## src/rtl/div_restoring.sv

```systemverilog
// Signed restoring divider: one quotient bit per clock on operand magnitudes,
// followed by a single sign-fix cycle. Quotient goes to lo_out, remainder to
// hi_out. A zero divisor is flagged instead of being run through the loop.
//
//   state | meaning
//   ------+------------------------------------------------------------
//   IDLE  | waiting for start; a zero divisor is answered from here
//   RUN   | WIDTH shift/compare/subtract iterations on the magnitudes
//   FIX   | apply result signs, publish hi/lo, pulse done
module div_restoring #(
  parameter int WIDTH = 32
) (
  input  logic             clk,
  input  logic             reset,
  input  logic             start,
  input  logic [WIDTH-1:0] a_in,
  input  logic [WIDTH-1:0] b_in,
  output logic [WIDTH-1:0] hi_out,
  output logic [WIDTH-1:0] lo_out,
  output logic             div_zero,
  output logic             busy,
  output logic             done
);

  localparam int CW = (WIDTH > 1) ? $clog2(WIDTH) : 1;

  typedef enum logic [1:0] {
    IDLE = 2'd0,
    RUN  = 2'd1,
    FIX  = 2'd2
  } state_t;

  state_t state, state_next;

  logic [CW-1:0]    count;
  logic [WIDTH:0]   rem;
  logic [WIDTH-1:0] quo;
  logic [WIDTH-1:0] mag_b;
  logic             sign_a;
  logic             sign_q;

  logic             b_zero;
  logic             last_iter;
  logic [WIDTH:0]   rem_sh;
  logic [WIDTH:0]   rem_diff;
  logic             fits;

  assign b_zero    = (b_in == '0);
  assign last_iter = (count == CW'(WIDTH - 1));
  assign busy      = (state != IDLE);

  // The partial remainder is always below |b|, so one extra bit is enough
  // to hold the shifted value and make the compare safe at any magnitude.
  assign rem_sh   = (rem << 1) | {{WIDTH{1'b0}}, quo[WIDTH-1]};
  assign rem_diff = rem_sh - {1'b0, mag_b};
  assign fits     = (rem_sh >= {1'b0, mag_b});

  // State register
  always_ff @(posedge clk or negedge reset) begin
    if (!reset) state <= IDLE;
    else        state <= state_next;
  end

  // Next-state logic
  always_comb begin
    state_next = state;
    case (state)
      IDLE: if (start && !b_zero) state_next = RUN;
      RUN:  if (last_iter)        state_next = FIX;
      FIX:                        state_next = IDLE;
      default:                    state_next = IDLE;
    endcase
  end

  // Datapath: operand capture, iteration, sign fix and result publication
  always_ff @(posedge clk or negedge reset) begin
    if (!reset) begin
      count    <= '0;
      rem      <= '0;
      quo      <= '0;
      mag_b    <= '0;
      sign_a   <= 1'b0;
      sign_q   <= 1'b0;
      hi_out   <= '0;
      lo_out   <= '0;
      div_zero <= 1'b0;
      done     <= 1'b0;
    end else begin
      done <= 1'b0;
      case (state)
        IDLE: begin
          if (start) begin
            if (b_zero) begin
              div_zero <= 1'b1;
              done     <= 1'b1;
            end else begin
              // Negating the most negative value wraps to itself, which is
              // exactly its magnitude when read as unsigned.
              quo      <= a_in[WIDTH-1] ? -a_in : a_in;
              mag_b    <= b_in[WIDTH-1] ? -b_in : b_in;
              sign_a   <= a_in[WIDTH-1];
              sign_q   <= a_in[WIDTH-1] ^ b_in[WIDTH-1];
              rem      <= '0;
              count    <= '0;
              div_zero <= 1'b0;
            end
          end
        end
        RUN: begin
          rem   <= fits ? rem_diff : rem_sh;
          quo   <= {quo[WIDTH-2:0], fits};
          count <= count + 1'b1;
        end
        FIX: begin
          lo_out <= sign_q ? -quo : quo;
          hi_out <= sign_a ? -rem[WIDTH-1:0] : rem[WIDTH-1:0];
          done   <= 1'b1;
        end
        default: ;
      endcase
    end
  end

endmodule

```

## config.mk

```make
export PLATFORM = sky130hd
export DESIGN_NAME = div_restoring
export DESIGN_NICKNAME = d
export VERILOG_FILES = /design/src/rtl/div_restoring.sv
export SDC_FILE = /design/constraint.sdc
export NUM_CORES = 1
export LEC_CHECK = 0
export BUFFER_PORTS_ARGS = -buffer_cell sky130_fd_sc_hd__buf_2
export CAP_MARGIN = 0
export CORE_AREA = 2 2 201 143
export DETAILED_ROUTE_END_ITERATION = 12
export DIE_AREA = 0 0 203 145
export SLEW_MARGIN = 25
export SYNTH_ARGS = -nofsm -noshare
export SYNTH_HDL_FRONTEND = slang
export SYNTH_SLANG_ARGS = --single-unit
```

## constraint.sdc

```tcl
create_clock -name clk -period 4.6 [get_ports clk]
set_input_delay 0.46 -clock clk [delete_from_list [all_inputs] [get_ports clk]]
set_output_delay 0.46 -clock clk [all_outputs]
set_load 0.01 [all_outputs]
```

# Yosys cells after proc, flatten, opt, wreduce, memory -nomap -nowiden
# Index checks and enable logic that the tools add are counted.
[word_totals] inputBits=67 wordCells=58 register_bits=171
[classes] reduce_logical=10 bitwise_logic=3 n_addsub=6 n_mux=20 eq_ne=7 magnitude_cmp=1
[ops] op="2-to-1 mux 32 bit" count=9
[ops] op="negation 32 bit" count=4
[ops] op="case mux 32 bit (2 select lines)" count=2
[ops] op=">= comparator 33 x 32 -> 1 bit" count=1
[ops] op="OR 33 x 1 -> 33 bit" count=1
[ops] op="zero test 32 bit" count=1
[ops] op="subtractor 32 bit" count=1
[ops] op="2-to-1 mux 5 bit" count=2
[ops] op="case mux 5 bit (2 select lines)" count=1
[ops] op="inequality test 2 bit (second input constant)" count=4
[ops] op="AND reduction 3 bit" count=2
[ops] op="adder 5 x 1 -> 5 bit (second input constant)" count=1
[ops] op="equality test 5 bit (second input constant)" count=1
[ops] op="2-to-1 mux 2 bit" count=2
[ops] op="case mux 2 bit (2 select lines)" count=1
[ops] op="AND reduction 2 bit" count=2
[ops] op="nonzero test 2 bit" count=2
[ops] op="equality test 2 x 1 -> 1 bit (second input constant)" count=1
[ops] op="equality test 2 bit (second input constant)" count=1
[ops] op="zero test 2 bit" count=1
[ops] op="2-to-1 mux 1 bit" count=2
[ops] op="case mux 1 bit (2 select lines)" count=1
[ops] op="logical AND 1 bit" count=1
[ops] op="zero test 1 bit" count=1
[ops] op="other kinds (2)" count=2

# Logic depth before layout (Yosys ltp)
[logic_depth] ltp_word=5 mapped_depth=14 depth_no_buf=13

# Worst setup path before layout
# No wires, ideal clock.
[synth_path] kind="register to register" start="register rem[9]" end="register rem[31]" path_slack_ns=1.854 setup_time_ns=0.124 required_ns=4.476 synth_period_minus_slack_ns=2.746 path_stages_with_launch=11 arrival_ns=2.622 cell_sequence="dfrtp_1 -> ha_1 -> a21oi_1 -> nor2_1 -> a211oi_1 -> or3b_1 -> o31a_1 -> a21oi_1 -> o21bai_1 -> mux2i_1 -> a211o_1"
[synth_between] elab_chain_len=4
[synth_lines] element="from (decl)" line="36" rtl="logic [WIDTH:0] rem;"
[synth_lines] element="from (signal assigned)" line="110" rtl="rem <= fits ? rem_diff : rem_sh;"
[synth_lines] element="OR 33 x 1 -> 33 bit (*)" line="54" rtl="assign rem_sh = (rem << 1) | {{WIDTH{1'b0}}, quo[WIDTH-1]};"
[synth_lines] element="subtractor 32 bit / >= comparator 33 x 32 -> 1 bit (equally long branches)" line="55, 56"
[synth_lines] element="2-to-1 mux 32 bit (*)" line="110"
[synth_lines] element="case mux 32 bit (2 select lines) (*)" line="90" rtl="case (state)"
# Mark *: on every way between the ends. The rest lies on a longest branch, timed or not.
# A chain may end at the register's enable or synchronous reset.

# Worst setup path after layout
[layout_path] start="register quo[31]" end="register rem[26]"
[layout_between] elab_chain_len=4
[layout_lines] element="from (decl)" line="37" rtl="logic [WIDTH-1:0] quo;"
[layout_lines] element="from (signal assigned)" line="99" rtl="quo <= a_in[WIDTH-1] ? -a_in : a_in;"
[layout_lines] element="from (signal assigned)" line="111" rtl="quo <= {quo[WIDTH-2:0], fits};"
[layout_lines] element="OR 33 x 1 -> 33 bit (*)" line="54"
[layout_lines] element="subtractor 32 bit / >= comparator 33 x 32 -> 1 bit (equally long branches)" line="55, 56"
[layout_lines] element="2-to-1 mux 32 bit (*)" line="110"
[layout_lines] element="case mux 32 bit (2 select lines) (*)" line="90"
# Marked as above.

==> metrics.cfg <==
[outcome]
status=completed

[cts]
cts_num_sinks=171
cts_root_buffer=clkbuf_16
clock_path_buffers=2
cts_tree=built
htreeDepth=4
cts_setup_buffers=0
clk_latency_ps=440
clkTransAtPathRegs_ps=70
cts_buffers=17

[worst_setup_path]
crit_path_end_kind=flip-flop
worstPathRequired_ps=4900
cp-start-kind=flip-flop
crit_buf_inv=2
critPathKind=reg -> reg
path_max_fanout=4
worstPathCellList=inv_1 > ha_1 > inv_1 > fa_1 > a21oi_1 > o221ai_1 > o31ai_1 > nand2_1 > a21oi_1 > o21ai_0 > xor2_1 > mux2i_1 > o21ai_1
reg2reg_depth=13
path_depth=13
r2r_setup_slack_ps=1240
worstReg2RegStart=quo[31]
cp_slowest_cell=o31ai_1
worst_path_dominant_cell_family=compound AO/OA/AOI/OAI gates
slowest_delay_ps=440
rr_endpoint=rem[26]
arrival_ps=3670

[routing]
drtIter0Drc=730
wl_mm=30.17
routed.top_layer=met5
ant_nets=0
met2WireLength_mm=11.14
wl_met3_mm=2.299
wl_per_cell_microns=17.24
vias=9385
post_drt_via_cell_ratio=5.363
drt-met1-wl_mm=16.44
drtPass1Iterations=5
drc_errors=0

[yosys]
ys_ff_latch=171
synth_area_sq_um=10880
synthArstFlopShare_pct=100.0
synthesis.nets=1365
synthCells=1259
synth_edf_count=0
synth_seq_area_share_pct=39.34
synth_top_area_share_pct=39.34
ys_top_cells_by_count=190 x nand2_1, 171 x dfrtp_1, 97 x o21ai_0
yosysMostFrequentCell=nand2_1
synth_top_area_cell=dfrtp_1
synth_cell_type_count=66
synth_ff_type=dfrtp_1
yosysWarnings=0
syn_avg_cell_area_sq_um=8.640
yosys-top-cells-area=dfrtp_1 39%, xor2_1 7.0%, nand2_1 6.6%, xnor2_1 4.9%, o21ai_0 4.5%

[global_route]
grt_pass1_wl_mm=48.95
antenna_found_initial=4
grt_pass1_vias=8581
grt-ovfl-total=0
grt_use_total_pct=21.03
grt_max_degree=98

[timing]
skew_ps=8.788
fin_setup_tns_ps=0
drv_slew=0
period_share_pct=73.15
clock.fmax_ghz=0.2972
rsz0062_at_grt=no
tightest_slew_ps=1011
holdWs_ps=315.6
relSlewSlack_pct=32.59
setup_viol=0
setup_slack_ps=1235
fin_crit_ps=3365
finalHoldViolations=0

[die]
std_cell_rows=51
die_x_microns=203
initial_core_util_pct=39.55
dieHeight_microns=145
die_area_sq_um=29440
ios=134
coreArea_sq_um=27500

[place]
io_buffers=133
place_ws_ps=1133
gp_congestion=0.9181
place_area_sq_um=11910
place_hpwl_mm=22.82

[power]
vdd_drop_max_v=0.0003144
cellLeakagePower_uw=0.005588
p_per_area_nw_per_um2=748.7

[finish]
fill_cells=2690
drive_gt1_share_pct=15.33
regArea_sq_um=4279
area_growth_pct=15.15
final_nets=1469
multi_input_area_sq_um=6155
final_area_sq_um=12530
post-route-util_pct=45.54

[min_path]
worstHoldPathType=in -> reg
hold_start=start
hold_path_end=done
whs_path_depth=3

[flow_run]
cap_violations=0

-- area by class of cell --
cell class / instances / area share (%)
multi-input cells: 970 / 49.14
well taps: 371 / 3.706
repair buffers: 153 / 6.842
inverters: 50 / 1.498
clock buffers: 19 / 3.456
clock inverters: 13 / 1.139
diodes: 3 / 0.05993
flip-flops and latches: 171 / 34.16
-- through the flow --
stage,power (uW),instances
CTS,9340,1745
global placement,7824,1713
detailed placement,7871,1713
finish,9378,1750
global route,10160,1748
floorplan,6381,1259
-- worst max-delay path by stage --
stage	from	end	slack, ps
after floorplan	rem[9]	rem[31]	1850
after global placement	b_in[0]	rem[16]	1210
after detailed placement	b_in[0]	rem[22]	1130
after CTS	quo[31]	rem[26]	1260
after global routing	quo[31]	rem[26]	980
final	quo[31]	rem[26]	1240
-- tightest hold or removal path, delay by kind of cell --
kind	cells	cell delay (ps)
AOI/OAI and AO/OA	1	60
buffers and inverters	1	110
and+or+nand+nor	1	80
-- metal layers --
metal	track usage, %	vias to the layer above
met3	5.099	27
li1	-	4647
met5	0	-
met4	4.051	4
met2	25.82	288
met1	35.56	4419
-- cell usage in the layout (no fill, tap or decap), types with 7 or more instances in the layout --
master	n
inv_1	50
nor2b_1	7
a21o_1	14
xnor2_1	61
nor2_1	84
xor2_1	87
a21oi_1	51
or3_1	12
nand2b_1	10
clkbuf_16	17
nor3_1	12
o22ai_1	20
dfrtp_1	171
ha_1	38
buf_4	17
o21ai_0	97
mux2i_1	19
a221o_1	8
buf_2	132
nand3_1	15
nand4_1	14
o41ai_1	18
or4_1	16
o31ai_1	31
nand2_1	190
nor4_1	8
o21ai_1	80
-- state kept, by name, indices dropped and copies added, names as in the netlist --
signal    count
div_zero      1
done          1
sign_a        1
sign_q        1
mag_b        32
quo          32
state         2
hi_out       32
lo_out       32
count         5
rem          32
-- report_power, final --
part	total (uW)	leakage (uW)	internal, uW	switching (uW)
registers	2760	0.00202	2070	691
clock network	1440	0.000267	804	635
logic	5180	0.00330	2130	3050
-- timing repair --
action,CTS,global route
hold buffers,0,1
gates resized for setup,0,0
hold endpoints to repair,0,31
-- cell families after synthesis --
group	after synthesis	synth area share, %
DFF	171	39.34
buffers and inverters	118	4.371
adders and majority gates	39	4.555
xor gates and xnor gates	148	11.92
muxes	21	1.955
AOI/OAI and AO/OA	359	20.13
and+or+nand+nor	403	17.74
Power figures use the tool's default switching activity.
